### src/rtl/b16_bus_arbiter.sv
// b16_bus_arbiter
//
// Shares one single-port memory bus between the b16 CPU and a second bus
// master (host, DMA engine or debug loader). The CPU is stalled through
// cpu_run while the host owns the bus or while memory inserts wait states.
// Host bursts are bounded so the CPU cannot starve. A wait-state timeout
// forces completion and reports a bus error instead of hanging the bus.
//
// Parameters:
//   l          data/address width
//   HOST_BURST completed host accesses before the CPU must get one (1..15)
//   WAIT_MAX   wait cycles before forced completion, 0 disables (0..255)
//
// Ports:
//   clk, reset                 clock, asynchronous active-high reset
//   cpu_en                     CPU allowed to run
//   cpu_addr/rd/wr/wdata       CPU access request
//   cpu_data, cpu_run          CPU read data and run/advance enable
//   h_req/addr/rd/wr/wdata     host access request
//   h_ack, h_rdata             host completion and read data
//   mem_addr/rd/wr/wdata       memory access
//   mem_rdata, mem_ready       memory read data and completion
//   bus_err                    one-cycle pulse after a timed-out access
//   owner                      0 = CPU owns the bus, 1 = host owns it
//
// Host handshake: h_req is raised with h_addr/h_rd/h_wr/h_wdata and all of
// them are held stable until the cycle in which h_ack is high; that cycle
// completes the transfer (h_rdata valid with h_ack). A request carrying no
// strobes is acknowledged without a memory cycle. Reset drops any pending
// host access without an ack; the host must reissue it.

module b16_bus_arbiter #(
  parameter int l          = 16,
  parameter int HOST_BURST = 4,
  parameter int WAIT_MAX   = 15
) (
  input  logic         clk,
  input  logic         reset,
  input  logic         cpu_en,
  input  logic [l-1:0] cpu_addr,
  input  logic         cpu_rd,
  input  logic [1:0]   cpu_wr,
  input  logic [l-1:0] cpu_wdata,
  output logic [l-1:0] cpu_data,
  output logic         cpu_run,
  input  logic         h_req,
  input  logic [l-1:0] h_addr,
  input  logic         h_rd,
  input  logic [1:0]   h_wr,
  input  logic [l-1:0] h_wdata,
  output logic         h_ack,
  output logic [l-1:0] h_rdata,
  output logic [l-1:0] mem_addr,
  output logic         mem_rd,
  output logic [1:0]   mem_wr,
  output logic [l-1:0] mem_wdata,
  input  logic [l-1:0] mem_rdata,
  input  logic         mem_ready,
  output logic         bus_err,
  output logic         owner
);

  typedef enum logic {
    OWN_CPU  = 1'b0,
    OWN_HOST = 1'b1
  } owner_t;

  localparam logic [3:0] BURST_LAST = 4'(HOST_BURST - 1);
  localparam logic [7:0] WAIT_LIM   = 8'(WAIT_MAX);
  localparam logic       WAIT_ON    = (WAIT_MAX != 0);

  owner_t     own_q;
  owner_t     own_nxt;
  logic [3:0] bcnt;
  logic [7:0] wcnt;
  logic       bus_err_q;

  logic         eff_rd;
  logic [1:0]   eff_wr;
  logic         access;
  logic         timeout;
  logic         done;
  logic         cpu_run_c;
  logic         h_ack_c;
  logic         burst_end;
  logic [l-1:0] rdata;

  // Strobes of whichever master currently owns the bus, already gated:
  // a halted CPU or an idle host presents no access at all.
  always_comb begin
    eff_rd = 1'b0;
    eff_wr = 2'b00;
    if (own_q == OWN_CPU) begin
      eff_rd = cpu_en & cpu_rd;
      eff_wr = cpu_en ? cpu_wr : 2'b00;
    end else begin
      // A host write takes precedence over a simultaneous host read.
      eff_wr = h_req ? h_wr : 2'b00;
      eff_rd = h_req & h_rd & ~(|h_wr);
    end
  end

  assign access  = eff_rd | (|eff_wr);
  assign timeout = WAIT_ON & (wcnt == WAIT_LIM);
  assign done    = access & (mem_ready | timeout);

  // A forced completion returns all ones rather than stale bus data.
  assign rdata = (timeout & ~mem_ready) ? {l{1'b1}} : mem_rdata;

  assign cpu_run_c = (own_q == OWN_CPU) & cpu_en & (~access | done);
  assign h_ack_c   = (own_q == OWN_HOST) & h_req & (done | ~access);
  // The burst limit only applies while the CPU actually wants to run.
  assign burst_end = h_ack_c & cpu_en & (bcnt == BURST_LAST);

  // Ownership only moves at access boundaries, so neither master's access
  // is abandoned mid-wait.
  always_comb begin
    own_nxt = own_q;
    if (own_q == OWN_CPU) begin
      if (h_req & (cpu_run_c | ~cpu_en)) own_nxt = OWN_HOST;
    end else begin
      if (~h_req | burst_end) own_nxt = OWN_CPU;
    end
  end

  always_ff @(posedge clk or posedge reset) begin
    if (reset) begin
      own_q     <= OWN_CPU;
      bcnt      <= 4'd0;
      wcnt      <= 8'd0;
      bus_err_q <= 1'b0;
    end else begin
      own_q     <= own_nxt;
      bus_err_q <= done & ~mem_ready;

      if ((own_q == OWN_CPU) && (own_nxt == OWN_HOST)) begin
        bcnt <= 4'd0;
      end else if (h_ack_c) begin
        bcnt <= bcnt + 4'd1;
      end

      if ((own_nxt != own_q) || done) begin
        wcnt <= 8'd0;
      end else if (access && (wcnt != WAIT_LIM)) begin
        wcnt <= wcnt + 8'd1;
      end
    end
  end

  // While reset is held, nothing may advance or touch memory.
  assign cpu_run   = cpu_run_c & ~reset;
  assign h_ack     = h_ack_c & ~reset;
  assign mem_rd    = eff_rd & ~reset;
  assign mem_wr    = eff_wr & {2{~reset}};
  assign mem_addr  = (own_q == OWN_HOST) ? h_addr : cpu_addr;
  assign mem_wdata = (own_q == OWN_HOST) ? h_wdata : cpu_wdata;
  assign cpu_data  = rdata;
  assign h_rdata   = rdata;
  assign bus_err   = bus_err_q;
  assign owner     = own_q;

endmodule

### config.mk
export PLATFORM = sky130hd
export DESIGN_NAME = b16_bus_arbiter
export DESIGN_NICKNAME = d
export VERILOG_FILES = /design/src/rtl/b16_bus_arbiter.sv
export SDC_FILE = /design/constraint.sdc
export NUM_CORES = 1
export LEC_CHECK = 0
export CELL_PAD_IN_SITES_DETAIL_PLACEMENT = 1
export CELL_PAD_IN_SITES_GLOBAL_PLACEMENT = 2
export CORE_ASPECT_RATIO = 1.25
export CORE_UTILIZATION = 15
export DETAILED_ROUTE_END_ITERATION = 12
export GPL_TIMING_DRIVEN = 0
export HOLD_SLACK_MARGIN = 0.02
export PLACE_DENSITY = 0.86
export SYNTH_ARGS = -nofsm -noshare
export SYNTH_HDL_FRONTEND = slang
export SYNTH_SLANG_ARGS = --single-unit
### constraint.sdc
create_clock -name clk -period 3.55 [get_ports clk]
set_input_delay 0.5325 -clock clk [delete_from_list [all_inputs] [get_ports clk]]
set_output_delay 0.5325 -clock clk [all_outputs]
set_load 0.02 [all_outputs]
## Word-level counts from Yosys, hierarchy flattened

Cells that the tools add are included.

| cells by class | value |
|---|---|
| add/sub/neg operators | 2 |
| equal/unequal tests | 4 |
| mux-type cells | 14 |
| bitwise logic cells | 29 |
| reductions and logical operators | 7 |

Operators by type and width:

| kind | count |
|---|---|
| 16-bit 2-to-1 mux | 3 |
| 1-bit AND | 16 |
| 8-bit 2-to-1 mux | 2 |
| 8-bit by 1-bit adder with 8-bit output, second input constant | 1 |
| 8-bit by 4-bit equality test with 1-bit output, second input constant | 1 |
| 4-bit 2-to-1 mux | 2 |
| 8-bit by 4-bit != test with 1-bit output, second input constant | 1 |
| 1-bit NOT | 7 |
| 2-bit 2-to-1 mux | 3 |
| 1-bit OR | 5 |
| 4-bit by 1-bit adder with 4-bit output, second input constant | 1 |
| 4-bit by 2-bit equality test with 1-bit output, second input constant | 1 |
| 1-bit 2-to-1 mux | 4 |
| 2-bit nonzero test | 2 |
| 2-bit OR reduction | 2 |
| 2-bit AND | 1 |
| 1-bit logical AND | 2 |
| 1-bit logical OR | 1 |
| 1-bit != test | 1 |

| storage, ports and cells | value |
|---|---|
| flip-flop bits (word level) | 14 |
| bits of input ports | 91 |
| output and inout port bits | 71 |
| logic and storage cells | 60 |

## Depth between registers and ports, before layout

Gate-level depths: netlist (run 1).

| logic depth | value |
|---|---|
| depth in word-level cells | 16 |
| mapped depth | 7 |
| mapped depth without buffers | 6 |

## Least setup slack after synthesis (run 1)

Ideal clock, no wire load.

| timing | value |
|---|---|
| path kind | register -> output |
| start point | register wcnt[4] |
| end point | output h_rdata[10] |
| data arrival time | 1.915 ns |
| data required time | 3.017 ns |
| slack | 1.102 ns |
| cell stages (with the launch flop) | 7 |
| buffers on the path | 2 |
| path through | dfrtp_1 or4_4 or2_1 nor2_2 clkbuf_1 or2_2 buf_4 |

| between the ends | value |
|---|---|
| word-level cells in the longest chain between the ends | 3 |

RTL lines:

| what | line | source |
|---|---|---|
| start, declared | 75 | `logic [7:0] wcnt;` |
| start signal, assigned | 145 | `wcnt <= wcnt + 8'd1;` |
| 8-bit by 4-bit equality test with 1-bit output | 104 | `assign timeout = WAIT_ON & (wcnt == WAIT_LIM);` |
| 1-bit AND | 108 | `assign rdata = (timeout & ~mem_ready) ? {l{1'b1}} : mem_rdata;` |
| 16-bit 2-to-1 mux | 108 |  |
| end, declared | 52 | `output logic [l-1:0] h_rdata,` |

No other way between the ends.

## Worst setup path in the final report (run 1)

| timing | value |
|---|---|
| start point | input cpu_en |
| end point | output h_ack |

| between the ends | value |
|---|---|
| word-level cells in the longest chain between the ends | 8 |
| elaborated cells between the ends (all ways) | 11 |
| those cells by class | 3 x mux; 7 x bitwise; 1 x reduce/logical |

RTL lines:

| what | line | source |
|---|---|---|
| start, declared | 39 | `input logic cpu_en,` |
| 2-bit 2-to-1 mux | 95 | `eff_wr = cpu_en ? cpu_wr : 2'b00;` |
| 2-bit 2-to-1 mux | 93 | `if (own_q == OWN_CPU) begin` |
| 2-bit OR reduction | 103 | `assign access = eff_rd \| (\|eff_wr);` |
| 1-bit OR * | 103 |  |
| 1-bit AND or 1-bit NOT (tied branches) | 105, 111 |  |
| 1-bit OR * | 111 | `assign h_ack_c = (own_q == OWN_HOST) & h_req & (done \| ~access);` |
| 1-bit AND * | 111 |  |
| 1-bit AND * | 152 | `assign h_ack = h_ack_c & ~reset;` |
| end, declared | 51 | `output logic h_ack,` |

Mark *: on every way between the ends. The rest lies on a longest branch, timed or not.

==> Implementation_results.wiki, run 1 <==
{| class="wikitable"
! Metric !! Value
|-
| Run status || finished clean
|-
| Final Max Tran Viols || 0
|-
| Worst min-delay path category || reg -> reg
|-
| Top area cells in the synthesized netlist || mux2_2 24%, dfrtp_1 23%, buf_4 8.9%, or2_2 6.6%, nor2_1 2.5%
|-
| Placed Cells || 454
|-
| Tmin final || 3460 ps
|-
| Pwr per Cell Area || 256 mW/mm^2
|-
| Post-Synthesis Mean Instance Area || 9.13 sq um
|-
| TritonCTS buffer count || 3
|-
| Placed standard-cell area || 0.00329 sq mm
|-
| Chip Height || 115 um
|-
| Synthesized cell area || 0.00152 sq mm
|-
| Post-synth net total || 260
|-
| Input/output buffers || 161
|-
| Nature of the critical path startpoint || input pin
|-
| Area fraction of the dominant cell type after synthesis || 0.236
|-
| Launching instance or port of the critical path || cpu_en
|-
| Final std cell area, no fill || 0.00340 sq mm
|-
| Number of storage elements in the synthesis netlist || 14
|-
| Max stage delay cell, worst path || clkdlybuf4s50_1
|-
| Detailed Place HPWL || roughly 5.3 mm
|-
| Element type at the critical path end || primary output
|-
| Most frequent cells after synthesis || 32 x mux2_2, 18 x buf_4, 16 x or2_2, 14 x dfrtp_1, 10 x nor2_1
|-
| Number of global-route vias before repair || roughly 2100
|-
| Cell taking the most area after synthesis || mux2_2
|-
| Number of hold violations in the final report || 0
|-
| Arrival time at the worst endpoint || 2930 ps
|-
| Clock Skew || 1.08 ps
|-
| Remaining DRCs || 0
|-
| Clk sinks || 14
|-
| Number of cells on the worst reg-to-reg path || 6
|-
| Number of core rows || 40
|-
| Total leakage power || 1.32 nW
|-
| Post-CTS Hold Buffers || 0
|-
| Area added between synthesis and finish || 123%
|-
| Antenna violations before repair || 0
|-
| First-pass detailed-route iteration total || 4
|-
| Least-Margin Pin Slew || 620 ps
|-
| Count of yosys warnings during synthesis || 0
|-
| Number of cells produced by synthesis || 167
|-
| Avg Vias per Cell || 4.27
|-
| Path length in cells of the critical path || 8
|-
| Unrepaired setup endpoints after global routing || no
|-
| Overall overflow remaining after global route || 0
|-
| Worst path buffer plus inverter count || 4
|-
| Reg-to-reg critical path endpoint || wcnt[6]
|-
| Largest driver fanout on the critical path || 10
|-
| Dominant register cell in the synthesized netlist || dfrtp_1
|-
| Slack of the worst reg-to-reg path || roughly 1600 ps
|-
| Async SR Flop Fraction || 1.00
|-
| Clk root buf || clkbuf_16
|-
| Starting density of the core || 0.156
|-
| Slowest Stage Delay on Critical Path || 630 ps
|-
| Detailed-route wire length per cell || 13.8 um
|-
| Part of the Yosys area used for sequential elements || 0.230
|-
| Worst path cell trace || clkdlybuf4s50_1 -> nor2b_1 -> buf_2 -> a22oi_2 -> a311oi_4 -> buf_4 -> nor3_1 -> clkdlybuf4s50_1
|-
| Die area || 0.0106 sq mm
|-
| Clock tree buffer depth || 2
|-
| Chip width || 92.2 um
|-
| Launch point of the worst reg-to-reg path || bcnt[0]
|-
| Final clock period utilization by the worst path || 0.975
|-
| Layout Cells excl Fill || ~460
|-
| Crit Path Category || in -> out
|-
| Count of distinct cell types in the synthesized netlist || 43
|-
| First DRT Iteration DRCs || 60
|-
| H-tree levels || 1
|-
| Layout Utilization || 0.349
|-
| Clock transition at the registers of the reported paths || about 50 ps
|-
| IR drop worst, VDD || 0.140 mV
|-
| Core Region || 0.00976 sq mm
|-
| Aggregate negative setup slack || 0 ps
|-
| Clock latency reported for the late side of the worst-skew pair || 240 ps
|-
| Worst setup path endpoint || h_ack
|-
| Number of max-cap violations || 0
|-
| Dominant delay contributor by cell family on the critical path || buffers and inverters
|-
| Routed wire length || 6.30 mm
|-
| I/O pin count || 162
|-
| Final Wtd Congestion || 0.750
|-
| Upper clock frequency limit || just under 300 MHz
|-
| Final setup fails || 0
|-
| Most common cell type on the critical path || clkdlybuf4s50_1
|-
| Fraction of layout instances using a drive strength above 1 || 0.247
|-
| Worst rel slew slack || 0.586
|-
| First-pass GRT wire length || ~10 mm
|-
| Number of synthesized flops with an enable pin || 0
|-
| Maximum number of pins on one net before global-route repair || 16
|-
| Count leader, synth || mux2_2
|-
| Post-route antenna net violation count || 0
|-
| Clock tree from TritonCTS || built
|-
| Required time of the critical path || 3020 ps
|-
| Overall fraction of global-route tracks in use || 0.121
|-
| Count of vias placed by the detailed router || 1956
|-
| Antenna diodes || 0
|-
| Net count, final || 426
|}
[kinds of logic after synthesis]
kind of cell / share of synthesized area
and+or+nand+nor: 0.220
muxes: 0.243
AOI/OAI and AO/OA: 0.164
buffers and inverters: 0.109
DFF: 0.230
xor gates and xnor gates: 0.0172
adders and majority gates: 0.0164
[through the flow]
stage          hold WS [ps]  setup slack, ps  total power [mW]
6_report                561             88.2             0.871
4_1_cts                 563             3.74             0.879
3_5_place_dp            555             31.4             0.634
5_1_grt                 599             2.74             0.918
2_1_floorplan           430             1100             0.398
3_3_place_gp            534             14.1             0.626
[area by class of cell]
type	count	area, sq um
tap	126	158
clock buffer	4	88.8
buffer	24	160
fill	1137	6360
sequential	14	350
multi-input combinational	127	1020
inverter	2	7.51
timing repair buffer	161	1610
[cells in the final DEF, fill, tap and decap left out, types with 3 or more instances in the layout]
| cell | synthesis | layout |
|---|---|---|
| nand2_1 | 6 | 6 |
| nand3_1 | 4 | 4 |
| a21oi_1 | 7 | 7 |
| mux2_2 | 32 | 32 |
| clkdlybuf4s50_1 | 0 | 160 |
| o31ai_1 | 3 | 3 |
| or4_1 | 4 | 4 |
| dfrtp_1 | 14 | 14 |
| buf_4 | 18 | 18 |
| or3_1 | 3 | 3 |
| nor3_1 | 3 | 3 |
| buf_1 | 3 | 3 |
| nor2_1 | 10 | 10 |
| or2_2 | 16 | 16 |
| o21ai_0 | 6 | 6 |
| clkbuf_16 | 0 | 3 |
[worst min path at each step]
stage              end    start  cells past startpoint  slack [ps]
2_1_floorplan  bcnt[0]    reset                      1         430
3_3_place_gp   wcnt[7]  wcnt[7]                      2         530
3_5_place_dp   wcnt[7]  wcnt[7]                      2         560
4_1_cts        wcnt[7]  wcnt[7]                      2         560
5_1_grt        bcnt[3]  bcnt[3]                      2         600
6_report       wcnt[7]  wcnt[7]                      2         560
[where the power goes]
part | leakage [nW] | total (mW) | switching (mW) | internal, mW
Sequential | 0.189 | 0.191 | 0.0170 | 0.174
Combinational | 1.08 | 0.441 | 0.185 | 0.256
Clock | 0.0442 | 0.239 | 0.0679 | 0.171
[what timing repair did]
action,CTS,global route
endpoints found under the hold margin,0,0
setup buffers,0,0
gates resized for setup,1,3
pin swaps,0,3
cloned,0,0
setup endpoints to repair,10,6
[per-layer routing]
layer / global-route usage / vias up / routed length [um]
met3: 0.0405 / 2 / 726
li1: - / 925 / -
met5: 0 / - / 0
met2: 0.230 / 130 / 3150
met1: 0.131 / 899 / 2400
met4: 0.0167 / 0 / 25
[worst reg2reg max path, delay by kind of cell (launching register included)]
kind / cells / cell delay [ps]
AND/OR/NAND/NOR: 3 / 660
flip-flops: 1 / 390
AO/OA/AOI/OAI: 2 / 630
adder cells (fa/ha/maj): 1 / 180
[flip-flops by register name (all words and copies together) (netlist names)]
signal,count
owner,1
wcnt,8
bcnt,4
bus_err,1
Power figures use the tool's default switching activity.
==> inputs of run 2 (changes only) <==
--- a/config.mk
+++ b/config.mk
@@ -8,11 +8,12 @@
 export CELL_PAD_IN_SITES_DETAIL_PLACEMENT = 1
 export CELL_PAD_IN_SITES_GLOBAL_PLACEMENT = 2
 export CORE_ASPECT_RATIO = 1.25
-export CORE_UTILIZATION = 15
+export CORE_UTILIZATION = 30
 export DETAILED_ROUTE_END_ITERATION = 12
+export DONT_BUFFER_PORTS = 1
 export GPL_TIMING_DRIVEN = 0
-export HOLD_SLACK_MARGIN = 0.02
-export PLACE_DENSITY = 0.86
+export HOLD_SLACK_MARGIN = 0.15
+export PLACE_DENSITY = 0.77
 export SYNTH_ARGS = -nofsm -noshare
 export SYNTH_HDL_FRONTEND = slang
 export SYNTH_SLANG_ARGS = --single-unit
==> Implementation_results.wiki, run 2 (synthesis results as in run 1) <==
{| class="wikitable"
! Metric !! Value
|-
| Flip-flop count of the largest register after layout || 8 (unchanged)
|-
| Clk root buf || clkbuf_8 (was clkbuf_16)
|-
| H-tree levels || 1 (unchanged)
|-
| Final Max Tran Viols || 0 (unchanged)
|-
| Most frequent cells in the layout || 32 x mux2_2, 18 x buf_4, 16 x or2_2, 14 x dfrtp_1, 10 x nor2_1 (was 160 x clkdlybuf4s50_1, 32 x mux2_2, 18 x buf_4, 16 x or2_2, 14 x dfrtp_1)
|-
| First DRT Iteration DRCs || 42 (was 60)
|-
| Placed Cells || 227 (was 454)
|-
| Crit Path Category || reg -> out (was in -> out)
|-
| Remaining DRCs || 0 (unchanged)
|-
| First-pass GRT wire length || 6.73 mm (was 10.4 mm)
|-
| Number of hold violations in the final report || 0 (unchanged)
|-
| Overall fraction of global-route tracks in use || 0.163 (was 0.121)
|-
| Detailed-route wire length per cell || 20.5 um (was 13.8 um)
|-
| Worst rel slew slack || 0.528 (was 0.586)
|-
| Final setup fails || 0 (unchanged)
|-
| IR drop worst, VDD || 0.101 mV (was 0.140 mV)
|-
| Number of buffers inserted by post-CTS setup repair || 0 (unchanged)
|-
| First-pass detailed-route iteration total || 2 (was 4)
|-
| Clock transition at the registers of the reported paths || 60 ps (was 50 ps)
|-
| Net count, final || 265 (was 426)
|-
| Final Wtd Congestion || 0.836 (was 0.750)
|-
| Element type at the critical path end || primary output (unchanged)
|-
| Antenna violations before repair || 0 (unchanged)
|-
| Die area || 0.00537 sq mm (was 0.0106 sq mm)
|-
| Smallest hold slack || 230 ps (was 561 ps)
|-
| Detailed Place HPWL || 4.08 mm (was 5.35 mm)
|-
| Nature of the critical path startpoint || flip-flop (was input pin)
|-
| Starting density of the core || 0.318 (was 0.156)
|-
| Largest registers in the final layout || wcnt (8), bcnt (4) (unchanged)
|-
| I/O pin count || 162 (unchanged)
|-
| Maximum number of pins on one net before global-route repair || 16 (unchanged)
|-
| Chip width || 65.8 um (was 92.2 um)
|-
| Post-placement worst setup slack || 794 ps (was 31.4 ps)
|-
| Worst min-delay path category || in -> async (was reg -> reg)
|-
| Antenna diodes || 0 (unchanged)
|-
| Final clock period utilization by the worst path || 0.834 (was 0.975)
|-
| Chip Height || 81.7 um (was 115 um)
|-
| Required time of the critical path || 3020 ps (about the same)
|-
| Clock Skew || 3.41 ps (was 1.08 ps)
|-
| Upper clock frequency limit || 338 MHz (was 289 MHz)
|-
| Resized cells post-CTS || 0 (was 1)
|-
| Fraction of layout instances using a drive strength above 1 || 0.471 (was 0.247)
|-
| Clock tree buffer depth || 2 (unchanged)
|-
| Area added between synthesis and finish || 7.64% (was 123%)
|-
| Least-Margin Pin Slew || 702 ps (was 620 ps)
|-
| Number of core rows || 28 (was 40)
|-
| Pwr per Cell Area || 342 mW/mm^2 (was 256 mW/mm^2)
|-
| Clk sinks || 14 (unchanged)
|-
| Commonest non-fill, non-tap cell in the layout || mux2_2 (was clkdlybuf4s50_1)
|-
| Post-route antenna net violation count || 0 (unchanged)
|-
| Layout Utilization || 0.342 (was 0.349)
|-
| Number of fill cells in the layout || 579 (was 1137)
|-
| Input/output buffers || 0 (was 161)
|-
| Slack of the worst reg-to-reg path || 1430 ps (was 1550 ps)
|-
| Clock tree from TritonCTS || built (unchanged)
|-
| Total leakage power || 0.646 nW (was 1.32 nW)
|-
| Layout Cells excl Fill || 230 (was 458)
|-
| Reg with most FFs || wcnt (unchanged)
|-
| Area used by multi-input combinational logic || 0.00101 sq mm (was 0.00102 sq mm)
|-
| Largest driver fanout on the critical path || 10 (unchanged)
|-
| Overall overflow remaining after global route || 0 (unchanged)
|-
| Avg Vias per Cell || 5.63 (was 4.27)
|-
| Area taken by flip-flops and latches || 350 sq um (unchanged)
|-
| Aggregate negative setup slack || 0 ps (unchanged)
|-
| Unrepaired setup endpoints after global routing || no (unchanged)
|-
| Arrival time at the worst endpoint || 2430 ps (was 2930 ps)
|-
| Routed wire length || 4.72 mm (was 6.30 mm)
|-
| Post-CTS Hold Buffers || 0 (unchanged)
|-
| Number of max-cap violations || 0 (unchanged)
|-
| Run status || finished clean (unchanged)
|-
| Tmin final || 2960 ps (was 3460 ps)
|-
| Core Region || 0.00480 sq mm (was 0.00976 sq mm)
|-
| TritonCTS buffer count || 3 (unchanged)
|-
| Clock latency reported for the late side of the worst-skew pair || 250 ps (was 240 ps)
|-
| Worst path setup slack after routing || 588 ps (was 88.2 ps)
|-
| Count of vias placed by the detailed router || 1294 (was 1956)
|-
| Number of global-route vias before repair || 1293 (was 2146)
|}
## run 2: final timing paths
| kind | from | endpoint | cells past startpoint |
|---|---|---|---|
| worst max-delay path | wcnt[4] | h_rdata[9] | 6 |
| worst max register to register | owner | bcnt[3] | 6 |
| max in group asynchronous | reset | wcnt[3] | 1 |
| min in group clk | mem_ready | bus_err | 1 |
| worst min register to register | wcnt[7] | wcnt[7] | 2 |
| worst min-delay path | reset | wcnt[1] | 1 |
## run 2: area by class of cell
type,count,share of cell area
clock buffer,3,0.0252
sequential,14,0.214
tap,60,0.0458
multi-input combinational,127,0.614
buffer,24,0.0969
inverter,2,0.00458
## run 2: where the power goes
| group | switching [mW] | internal, mW | total (mW) |
|---|---|---|---|
| Sequential | 0.0170 | 0.174 | 0.191 |
| Combinational | 0.150 | 0.0850 | 0.235 |
| Clock | 0.0602 | 0.0754 | 0.136 |
## run 2: layer usage
layer	global-route usage	up-vias	wire, um
met5	0	-	0
met4	0.0326	0	28
met3	0.0306	2	232
met2	0.279	55	2540
met1	0.213	635	1920
li1	-	602	-
## run 2: critical path: stages, from the launching register on
cell      delay, ps
dfrtp_1         420
or4_4           570
or2_1           270
nor2_2          200
clkbuf_1        280
or2_2           250
buf_4           170
## run 2: metrics by stage
| step | cell area (sq um) | power [mW] |
|---|---|---|
| after floorplan | 1520 | 0.398 |
| after global placement | 1600 | 0.425 |
| after detailed placement | 1600 | 0.430 |
| after CTS | 1640 | 0.568 |
| after global routing | 1640 | 0.590 |
| final | 1640 | 0.562 |
==> inputs of run 3 (changes only) <==
==> constraint.sdc (replaced) <==
create_clock -name clk -period 2.9 [get_ports clk]
set_input_delay 0.435 -clock clk [delete_from_list [all_inputs] [get_ports clk]]
set_output_delay 0.435 -clock clk [all_outputs]
set_load 0.02 [all_outputs]
==> Implementation_results.wiki, run 3 (synthesis results as in run 1) <==
{| class="wikitable"
! Metric !! Value
|-
| Run status || finished clean (unchanged)
|-
| Number of global-route vias before repair || 1302 (was 1293)
|-
| Aggregate negative setup slack || 0 ps (unchanged)
|-
| Die area || 0.00537 sq mm (unchanged)
|-
| Remaining DRCs || 0 (unchanged)
|-
| Chip Height || 81.7 um (unchanged)
|-
| I/O pin count || 162 (unchanged)
|-
| Routed wire length || 4.75 mm (was 4.72 mm)
|-
| TritonCTS buffer count || 3 (unchanged)
|-
| Final Max Tran Viols || 0 (unchanged)
|-
| Number of cells on the worst reg-to-reg path || 6 (unchanged)
|-
| Clock latency reported for the late side of the worst-skew pair || 250 ps (about the same)
|-
| Launch point of the worst reg-to-reg path || owner (unchanged)
|-
| Layout Cells excl Fill || 231 (was 230)
|-
| Clock transition at the registers of the reported paths || 60 ps (about the same)
|-
| Largest driver fanout on the critical path || 10 (unchanged)
|-
| Number of core rows || 28 (unchanged)
|-
| Number of buffers inserted by post-CTS setup repair || 0 (unchanged)
|-
| Chip width || 65.8 um (unchanged)
|-
| Net count, final || 266 (was 265)
|-
| Detailed Place HPWL || 4.08 mm (unchanged)
|-
| Flip-flop count of the largest register after layout || 8 (unchanged)
|-
| Arrival time at the worst endpoint || 2280 ps (was 2430 ps)
|-
| Element type at the critical path end || primary output (unchanged)
|-
| Antenna diodes || 0 (unchanged)
|-
| First DRT Iteration DRCs || 42 (unchanged)
|-
| Slack of the worst reg-to-reg path || 790 ps (was 1430 ps)
|-
| Clk sinks || 14 (unchanged)
|-
| Least-Margin Pin Slew || 594 ps (was 702 ps)
|-
| Number of fill cells in the layout || 579 (unchanged)
|-
| H-tree levels || 1 (unchanged)
|-
| Avg Vias per Cell || 5.60 (was 5.63)
|-
| Maximum number of pins on one net before global-route repair || 16 (unchanged)
|-
| Pwr per Cell Area || 414 mW/mm^2 (was 342 mW/mm^2)
|-
| Input/output buffers || 0 (unchanged)
|-
| Starting density of the core || 0.318 (unchanged)
|-
| Most frequent cells in the layout || 32 x mux2_2, 18 x buf_4, 16 x or2_2, 14 x dfrtp_1, 10 x nor2_1 (unchanged)
|-
| Largest registers in the final layout || wcnt (8), bcnt (4) (unchanged)
|-
| Reg-to-reg critical path endpoint || bcnt[3] (unchanged)
|-
| Endpoint with the worst hold slack || bus_err
|-
| Detailed-route wire length per cell || 20.5 um (about the same)
|-
| Clock Skew || 3.74 ps (was 3.41 ps)
|-
| Clock tree buffer depth || 2 (unchanged)
|-
| IR drop worst, VDD || 0.123 mV (was 0.101 mV)
|-
| Core Region || 0.00480 sq mm (unchanged)
|-
| Clock tree from TritonCTS || built (unchanged)
|-
| Min-Delay Startpoint || mem_ready
|-
| Reg with most FFs || wcnt (unchanged)
|-
| Overall overflow remaining after global route || 0 (unchanged)
|-
| Overall fraction of global-route tracks in use || 0.164 (was 0.163)
|-
| Crit Path Category || reg -> out (unchanged)
|-
| Number of hold violations in the final report || 0 (unchanged)
|-
| Final Wtd Congestion || 0.836 (unchanged)
|-
| Placed Cells || 227 (unchanged)
|-
| Hold path depth || 1
|-
| Final setup fails || 0 (unchanged)
|-
| Required time of the critical path || 2470 ps (was 3020 ps)
|-
| Unrepaired setup endpoints after global routing || no (unchanged)
|-
| Worst min-delay path category || in -> reg (was in -> async)
|-
| Number of max-cap violations || 0 (unchanged)
|-
| Total leakage power || 0.654 nW (was 0.646 nW)
|-
| Area added between synthesis and finish || 9.03% (was 7.64%)
|-
| Worst rel slew slack || 0.603 (was 0.528)
|-
| Final clock period utilization by the worst path || 0.936
|-
| Nature of the critical path startpoint || flip-flop (unchanged)
|-
| Post-route antenna net violation count || 0 (unchanged)
|-
| Upper clock frequency limit || 368 MHz
|-
| Fraction of layout instances using a drive strength above 1 || 0.480 (was 0.471)
|-
| Clk root buf || clkbuf_8 (unchanged)
|-
| First-pass GRT wire length || 6.76 mm (was 6.73 mm)
|-
| Commonest non-fill, non-tap cell in the layout || mux2_2 (unchanged)
|-
| Count of vias placed by the detailed router || 1294 (unchanged)
|-
| Tmin final || 2720 ps
|-
| First-pass detailed-route iteration total || 4 (was 2)
|-
| Antenna violations before repair || 0 (unchanged)
|}
==> run 3: changes by cell type in the layout (fill, tap and decap cells not counted) <==
| cell | change |
|---|---|
| clkbuf_1 | -1 |
| nor3_2 | +1 |
| dlygate4sd3_1 | +1 |
| clkbuf_2 | +1 |
| nor2_4 | +1 |
| nor2_2 | -1 |
| nor3_1 | -1 |
==> run 3: where the power goes <==
| group | internal [mW] | switching, mW |
|---|---|---|
| clock | 0.0922 | 0.0735 |
| sequential | 0.213 | 0.0212 |
| combinational | 0.105 | 0.183 |
==> run 3: worst max-delay path, stage by stage, from the launching register on <==
cell and delay, ps:
dfrtp_1 420, or4_4 580, or2_1 290, nor2_4 150, clkbuf_2 200, or2_2 210, buf_4 170
==> run 3: cell type report <==
class                           count  area, sq um  area share
Tap cell                           60         75.1      0.0452
Sequential cell                    14          350       0.211
Multi-Input combinational cell    127         1020       0.612
Timing Repair Buffer                1         10.0     0.00602
Buffer                             24          160      0.0964
Inverter                            2         7.51     0.00452
Clock buffer                        3         41.3      0.0248
==> run 3: what timing repair did <==
| action | in CTS | in global routing |
|---|---|---|
| setup endpoints to repair | 0 | 11 |
| resized for setup | 0 | 4 |
| endpoints found under the hold margin | 1 | 0 |
| hold buffers | 1 | 0 |
==> run 3: metal layers <==
| layer | vias to the layer above | GRT usage | part of all wire |
|---|---|---|---|
| met5 | - | 0 | 0 |
| met4 | 0 | 0.0326 | 0.0048 |
| met3 | 2 | 0.0306 | 0.050 |
| met2 | 56 | 0.282 | 0.54 |
| met1 | 632 | 0.212 | 0.40 |
| li1 | 604 | - | - |
==> run 3: metrics by stage <==
stage          worst slack, ps  utilization  area, sq um  hold WS (ps)  total power, mW
3_3_place_gp               296        0.333         1600           409            0.520
4_1_cts                   13.5        0.344         1650           244            0.697
3_5_place_dp               298        0.333         1600           424            0.526
2_1_floorplan              550            -         1520           332            0.487
6_report                   185        0.346         1660           248            0.689
5_1_grt                   49.2        0.346         1660           254            0.723
==> run 3: how the worst max path moves through the flow <==
stage	to	cells past startpoint	slack, ps	start
after floorplan	h_rdata[10]	6	550	wcnt[4]
after global placement	h_ack	6	300	owner
after detailed placement	h_rdata[9]	6	300	wcnt[4]
after CTS	h_ack	6	10	owner
after global routing	h_rdata[8]	6	50	wcnt[4]
final	h_rdata[9]	6	180	wcnt[4]
